`src/rtl/tx_pll_lock_sequencer.sv`:
```
// rtl/tx_pll_lock_sequencer.sv - transmit PLL lock qualification and lane reset release sequencer
module tx_pll_lock_sequencer #(
    parameter int SYNC_STAGES        = 2,
    parameter int LOCK_STABLE_CYCLES = 1024,
    parameter int PMA_RST_CYCLES     = 64,
    parameter int PCS_RST_CYCLES     = 32,
    parameter int TIMEOUT_CYCLES     = 65536
) (
    input  logic       CLK,
    input  logic       RESETN,
    input  logic       PLL_LOCK,
    input  logic       CLR_STATUS,
    output logic       LANE_PMA_ARST_N,
    output logic       LANE_PCS_ARST_N,
    output logic       READY,
    output logic       LOCK_LOST,
    output logic       LOCK_TIMEOUT,
    output logic [7:0] LOSS_COUNT,
    output logic [1:0] STATE
);

    localparam int STABLE_W  = $clog2(LOCK_STABLE_CYCLES + 1);
    localparam int PMA_W     = $clog2(PMA_RST_CYCLES + 1);
    localparam int PCS_W     = $clog2(PCS_RST_CYCLES + 1);
    localparam int TIMEOUT_W = $clog2(TIMEOUT_CYCLES + 1);

    localparam logic [STABLE_W-1:0]  STABLE_MAX   = STABLE_W'(LOCK_STABLE_CYCLES);
    localparam logic [PMA_W-1:0]     PMA_LAST     = PMA_W'(PMA_RST_CYCLES - 1);
    localparam logic [PCS_W-1:0]     PCS_LAST     = PCS_W'(PCS_RST_CYCLES - 1);
    localparam logic [TIMEOUT_W-1:0] TIMEOUT_MAX  = TIMEOUT_W'(TIMEOUT_CYCLES);
    localparam logic [TIMEOUT_W-1:0] TIMEOUT_LAST = TIMEOUT_W'(TIMEOUT_CYCLES - 1);

    typedef enum logic [1:0] {
        ST_WAIT_LOCK = 2'd0,
        ST_PMA_RST   = 2'd1,
        ST_PCS_RST   = 2'd2,
        ST_READY     = 2'd3
    } state_t;

    state_t                 state_q;
    state_t                 state_d;
    logic [SYNC_STAGES-1:0] sync_q;
    logic                   lock_s;
    logic [STABLE_W-1:0]    stable_cnt;
    logic [PMA_W-1:0]       pma_cnt;
    logic [PCS_W-1:0]       pcs_cnt;
    logic [TIMEOUT_W-1:0]   timeout_cnt;
    logic                   loss_evt;
    logic                   timeout_evt;
    logic                   stay_wait;

    assign lock_s    = sync_q[SYNC_STAGES-1];
    assign stay_wait = (state_q == ST_WAIT_LOCK) && (state_d == ST_WAIT_LOCK);
    assign STATE     = state_q;

    // Synchronizer chain: the only reader of the asynchronous PLL lock
    always_ff @(posedge CLK) begin
        if (!RESETN) begin
            sync_q <= '0;
        end else begin
            sync_q <= {sync_q[SYNC_STAGES-2:0], PLL_LOCK};
        end
    end

    // State register
    always_ff @(posedge CLK) begin
        if (!RESETN) begin
            state_q <= ST_WAIT_LOCK;
        end else begin
            state_q <= state_d;
        end
    end

    // Next-state logic plus loss and timeout event decode
    always_comb begin
        state_d     = state_q;
        loss_evt    = 1'b0;
        timeout_evt = 1'b0;
        case (state_q)
            ST_WAIT_LOCK: begin
                if (lock_s && (stable_cnt == STABLE_MAX)) begin
                    state_d = ST_PMA_RST;
                end
                timeout_evt = (timeout_cnt == TIMEOUT_LAST);
            end
            ST_PMA_RST: begin
                if (!lock_s) begin
                    loss_evt = 1'b1;
                    state_d  = ST_WAIT_LOCK;
                end else if (pma_cnt == PMA_LAST) begin
                    state_d = ST_PCS_RST;
                end
            end
            ST_PCS_RST: begin
                if (!lock_s) begin
                    loss_evt = 1'b1;
                    state_d  = ST_WAIT_LOCK;
                end else if (pcs_cnt == PCS_LAST) begin
                    state_d = ST_READY;
                end
            end
            ST_READY: begin
                if (!lock_s) begin
                    loss_evt = 1'b1;
                    state_d  = ST_WAIT_LOCK;
                end
            end
            default: begin
                state_d = ST_WAIT_LOCK;
            end
        endcase
    end

    // Stable-lock and timeout counters live only while WAIT_LOCK persists; both saturate
    always_ff @(posedge CLK) begin
        if (!RESETN) begin
            stable_cnt  <= '0;
            timeout_cnt <= '0;
        end else if (stay_wait) begin
            if (!lock_s) begin
                stable_cnt <= '0;
            end else if (stable_cnt != STABLE_MAX) begin
                stable_cnt <= stable_cnt + STABLE_W'(1);
            end
            if (timeout_cnt != TIMEOUT_MAX) begin
                timeout_cnt <= timeout_cnt + TIMEOUT_W'(1);
            end
        end else begin
            stable_cnt  <= '0;
            timeout_cnt <= '0;
        end
    end

    // Dwell counters for the two lane reset phases, cleared on every phase entry
    always_ff @(posedge CLK) begin
        if (!RESETN) begin
            pma_cnt <= '0;
            pcs_cnt <= '0;
        end else begin
            if ((state_q == ST_PMA_RST) && (state_d == ST_PMA_RST)) begin
                pma_cnt <= pma_cnt + PMA_W'(1);
            end else begin
                pma_cnt <= '0;
            end
            if ((state_q == ST_PCS_RST) && (state_d == ST_PCS_RST)) begin
                pcs_cnt <= pcs_cnt + PCS_W'(1);
            end else begin
                pcs_cnt <= '0;
            end
        end
    end

    // Registered lane controls decoded from the next state so they move with STATE
    always_ff @(posedge CLK) begin
        if (!RESETN) begin
            LANE_PMA_ARST_N <= 1'b0;
            LANE_PCS_ARST_N <= 1'b0;
            READY           <= 1'b0;
            LOCK_LOST       <= 1'b0;
        end else begin
            LANE_PMA_ARST_N <= (state_d == ST_PCS_RST) || (state_d == ST_READY);
            LANE_PCS_ARST_N <= (state_d == ST_READY);
            READY           <= (state_d == ST_READY);
            LOCK_LOST       <= loss_evt;
        end
    end

    // Sticky status; a fresh event beats a simultaneous clear
    always_ff @(posedge CLK) begin
        if (!RESETN) begin
            LOCK_TIMEOUT <= 1'b0;
            LOSS_COUNT   <= 8'd0;
        end else begin
            if (timeout_evt) begin
                LOCK_TIMEOUT <= 1'b1;
            end else if (CLR_STATUS) begin
                LOCK_TIMEOUT <= 1'b0;
            end
            if (loss_evt) begin
                if (CLR_STATUS) begin
                    LOSS_COUNT <= 8'd1;
                end else if (LOSS_COUNT != 8'hFF) begin
                    LOSS_COUNT <= LOSS_COUNT + 8'd1;
                end
            end else if (CLR_STATUS) begin
                LOSS_COUNT <= 8'd0;
            end
        end
    end

endmodule

```
`config.mk`:
```
export PLATFORM = sky130hd
export DESIGN_NAME = tx_pll_lock_sequencer
export DESIGN_NICKNAME = d
export VERILOG_FILES = /design/src/rtl/tx_pll_lock_sequencer.sv
export SDC_FILE = /design/constraint.sdc
export NUM_CORES = 1
export LEC_CHECK = 0
export ABC_AREA = 1
export BUFFER_PORTS_ARGS = -buffer_cell sky130_fd_sc_hd__buf_2
export CORE_UTILIZATION = 54
export CTS_CLUSTER_DIAMETER = 30
export CTS_CLUSTER_SIZE = 20
export DETAILED_ROUTE_END_ITERATION = 8
export PLACE_DENSITY = 0.74
export SETUP_SLACK_MARGIN = 0.2
export SLEW_MARGIN = 20
export SYNTH_ARGS = -nofsm -noshare
export SYNTH_HDL_FRONTEND = slang
export SYNTH_SLANG_ARGS = --single-unit
export TNS_END_PERCENT = 5
```
`constraint.sdc`:
```
create_clock -name CLK -period 1.8 [get_ports CLK]
set_input_delay 0.09 -clock CLK [delete_from_list [all_inputs] [get_ports CLK]]
set_output_delay 0.09 -clock CLK [all_outputs]
set_load 0.05 [all_outputs]
```
# Word-level counts from Yosys, hierarchy flattened
# Index checks and enable logic that the tools add are counted.
# word_totals
register_bits	57
input_bits	4
out_inout_bits	15
elab_cells	61
# classes
n_addsub	5
eq_ne	13
n_mux	16
n_reduce_logical	16
# op_table
op	n
8-bit 2-to-1 mux	4
17-bit by 1-bit adder with 17-bit output (second input constant)	1
17-bit by 16-bit == test with 1-bit output (second input constant)	1
17-bit inequality test (second input constant)	1
2-bit 2-to-1 mux	6
11-bit by 1-bit adder with 11-bit output (second input constant)	1
11-bit == test (second input constant)	1
11-bit inequality test (second input constant)	1
8-bit by 1-bit adder with 8-bit output (second input constant)	1
2-bit == test (second input constant)	4
8-bit inequality test (second input constant)	1
2-bit one-hot mux with 4 select lines	1
2-bit AND reduction	4
7-bit by 1-bit adder with 7-bit output (second input constant)	1
7-bit by 6-bit == test with 1-bit output (second input constant)	1
6-bit by 1-bit adder with 6-bit output (second input constant)	1
6-bit by 5-bit == test with 1-bit output (second input constant)	1
2-bit nonzero test	3
1-bit 2-to-1 mux	5
2-bit by 1-bit == test with 1-bit output (second input constant)	2
1-bit logical AND	4
2-bit zero test	2
3-bit AND reduction	1
3-bit OR reduction	1
1-bit logical OR	1

# Logic depth before layout (Yosys ltp)
# depth
depth_word	7
depth_mapped	11

# Worst setup path after synthesis
# Ideal clock, no wire load.
# synth_path
kind	register to register
start	register LOSS_COUNT[0]
end	register LOSS_COUNT[7]
arrival_ps	1598
setup_slack_ps	94
path_stages_with_launch	11
n_path_buf	0
path_cell_list	dfxtp_1 ha_1 nand2_1 nor2_1 nand2_1 nand2_4 nand2_2 nand2_1 nand2_1 nand2_1 inv_1
# synth_via
elab_chain_cells	4
# synth_rtl
element	line	source
start, declared	18	output logic [7:0] LOSS_COUNT,
start signal, assigned	183	LOSS_COUNT <= LOSS_COUNT + 8'd1;
8-bit by 1-bit adder with 8-bit output	183	
8-bit 2-to-1 mux	182	end else if (LOSS_COUNT != 8'hFF) begin
8-bit 2-to-1 mux	180	if (CLR_STATUS) begin
8-bit 2-to-1 mux	179	if (loss_evt) begin
# Several ways; a longest one is shown, not always the timed one. The select of a mux whose other input is x is not followed.
# A chain may end at the register's enable or synchronous reset.

# Worst setup path after layout
# layout_path
start	register timeout_cnt[1]
end	register timeout_cnt[16]
# layout_via
elab_chain_cells	1
# layout_rtl
element	line	source
start, declared	47	logic [TIMEOUT_W-1:0] timeout_cnt;
start signal, assigned	126	timeout_cnt <= timeout_cnt + TIMEOUT_W'(1);
17-bit by 1-bit adder with 17-bit output or 17-bit inequality test (tied branches)	126, 125	
# Several ways; a longest one is shown, not always the timed one.

==> impl_metrics.json <==
{
  "status": "finished, final reports clean",
  "final_util_pct": 63.5,
  "syn_to_final_growth_pct": 13.0,
  "synth_largest_area_cell": "dfxtp_1",
  "path_class": "flip-flop to flip-flop",
  "tightest_slew_ns": 0.407,
  "synth_seq_area_share_pct": 39.0,
  "finalSetupViolCount": 0,
  "clkLatencyLatePin_ns": 0.31,
  "clockRootBuffer": "clkbuf_8",
  "synth.avg_cell_area_sq_um": 6.90,
  "dieArea_sq_mm": 0.00561,
  "fin_area_sq_mm": 0.00325,
  "cts_tree": "built",
  "dr.first_iter.drc_count": 127,
  "post-place-ws_ns": 0.0941,
  "place.gp.congestion": 0.827,
  "n_antenna_cell": 0,
  "slowest_stage": "dfxtp_4",
  "synth_edf_count": 0,
  "cts_max_path_buffers": 2,
  "grt_overflow_total": 0,
  "synth_area_sq_mm": 0.00287,
  "startpoint_type": "flip-flop",
  "syn_nets": 428,
  "design.core.area_sq_mm": 0.00511,
  "fin_skew_ns": 0.00878,
  "ios": 19,
  "grt_max_degree": 18,
  "ys.flop_type": "dfxtp_1",
  "yosysMostFrequentCell": "nand2_1",
  "ys_ff_latch": 56,
  "crit_path_max_incr_delay_ns": 0.37,
  "required_ns": 2.05,
  "min_period_over_period_pct": 84.5,
  "slew_violations": 0,
  "std_cell_rows": 26,
  "die_y_microns": 74.9,
  "initial_core_util_pct": 56.2,
  "synth_commonest_cells": "nand2_1, nor2_1, dfxtp_1",
  "cp_top_family": "simple AND/OR/NAND/NOR gates",
  "nets": 454,
  "grt.total_usage_pct": 20.4,
  "finalSetupTns_ns": 0,
  "grt_pass1_wl_mm": 8.93,
  "crit_fanout": 2,
  "cts_inserted_buffers": 5,
  "wire_per_inst_microns": 10.5,
  "dp.final_hpwl_mm": 3.97,
  "holdWs_ns": 0.100,
  "min_path_type": "input pin to flip-flop",
  "powerDensity_mw_per_mm2": 686,
  "syn_inst": 416,
  "drt_wl_total_mm": 5.38,
  "fp.dieW_microns": 74.9,
  "antenna_left": 0,
  "crit_arrival_ns": 1.77,
  "cts_htree_levels": 2,
  "final-instance-count-excl-fill": 513,
  "p_leak_nw": 1.37,
  "antenna_found_initial": 0,
  "clk_pin_slew_ns": 0.09,
  "rsz0062_at_grt": "true",
  "end_kind": "flip-flop",
  "crit_chain": "ha_4 > nand3_2 > nor2_4 > nand3_4 > nor4_4 > ha_1 > a21boi_1 > nor2_1",
  "drive_gt1_share_pct": 12.4,
  "placed_cells": 501,
  "grt_pass1_vias": 2187,
  "max_freq_mhz": 658,
  "fin_crit_ns": 1.52,
  "irDropWorstVdd_mv": 0.531,
  "synth_cell_types": 30,
  "vias_per_cell": 4.93,
  "slew_headroom_pct": 72.8,
  "drt_pre_antenna_iters": 4,
  "portBuffers": 18,
  "hold_viol": 0,
  "placed_area_sq_mm": 0.00302,
  "power_mw": 2.23,
  "synth.area.top_cells": "dfxtp_1, nand2_1, nor2_1",
  "synth_top_area_share_pct": 39.0,
  "setup_slack_ns": 0.279,
  "cp.buffers_inverters": 0,
  "drc_errors": 0,
  "synthArstFlopShare_pct": 0,
  "synth_warnings": 0,
  "cts.sinks": 56,
  "vias": 2528,
  "drv_cap": 0
}
kinds of logic (layout without fill, tap and decap cells):
logic type	count (synthesis)	in the layout	share of synthesized area, %
flops	56	56	39.0
fa+ha+maj	8	8	3.49
compound gates	19	19	4.10
xor+xnor	23	23	7.02
buf+inv	62	89	9.02
simple gates	248	248	37.3
per-layer routing:
layer	track usage [%]	part of all wire (%)	wire, microns	up-vias
met3	4.02	2.7	144	11
met4	8.60	2.1	111	0
li1	-	-	-	1345
met5	0	0	0	-
met2	34.5	46	2480	37
met1	25.3	49	2640	1135
worst reg2reg max path: stages (launching register included):
cell      delay (ns)
dfxtp_4         0.37
ha_4            0.13
nand3_2         0.09
nor2_4          0.15
nand3_4         0.09
nor4_4          0.15
ha_1            0.26
a21boi_1        0.13
nor2_1          0.08
layout by cell type (no fill, tap or decap), types with 4 or more instances in the layout:
cell type	n
a21oi_1	9
buf_2	18
buf_4	5
clkbuf_8	7
dfxtp_1	52
ha_1	7
inv_1	55
nand2_1	97
nand3_1	29
nand4_1	7
nor2_1	87
nor2_2	5
nor3_1	9
o21ai_0	4
xnor2_1	6
xor2_1	17
cell type report:
| type | instances | area [sq um] |
|---|---|---|
| clock inverters | 1 | 30.0 |
| repair buffers | 24 | 138 |
| multi-input cells | 298 | 1550 |
| clock buffers | 7 | 96.3 |
| flip-flops and latches | 56 | 1130 |
| inverters | 57 | 214 |
| well taps | 70 | 87.6 |
| fillers | 485 | 1860 |
flip-flops by register name, summed over array words and instances (netlist names):
register,cells
LOCK_TIMEOUT,1
STATE,2
pcs_cnt,6
timeout_cnt,17
stable_cnt,11
READY,1
LOSS_COUNT,8
sync_q,2
LOCK_LOST,1
pma_cnt,7
power breakdown:
| part | internal (mW) | switching, mW |
|---|---|---|
| registers | 1.25 | 0.00962 |
| logic | 0.0316 | 0.0483 |
| clock network | 0.491 | 0.399 |
path summary, 6_finish.rpt:
path	end	slack [ns]	start	depth (start not counted)
worst min-delay path	LOSS_COUNT[1]	0.1	CLR_STATUS	4
worst max register to register	timeout_cnt[16]	0.28	timeout_cnt[1]	8
worst max-delay path	timeout_cnt[16]	0.28	timeout_cnt[1]	8
worst min register to register	sync_q[1]	0.43	sync_q[0]	2
what timing repair did:
action / CTS / global route
setup buffers: 3 / 0
gates resized for setup: 9 / 7
endpoints found under the setup margin: 1 / 8
pin swaps: 5 / 1
endpoints found under the hold margin: 1 / 0
hold buffers: 1 / 0
No activity file was read; power rests on OpenSTA's default activity.
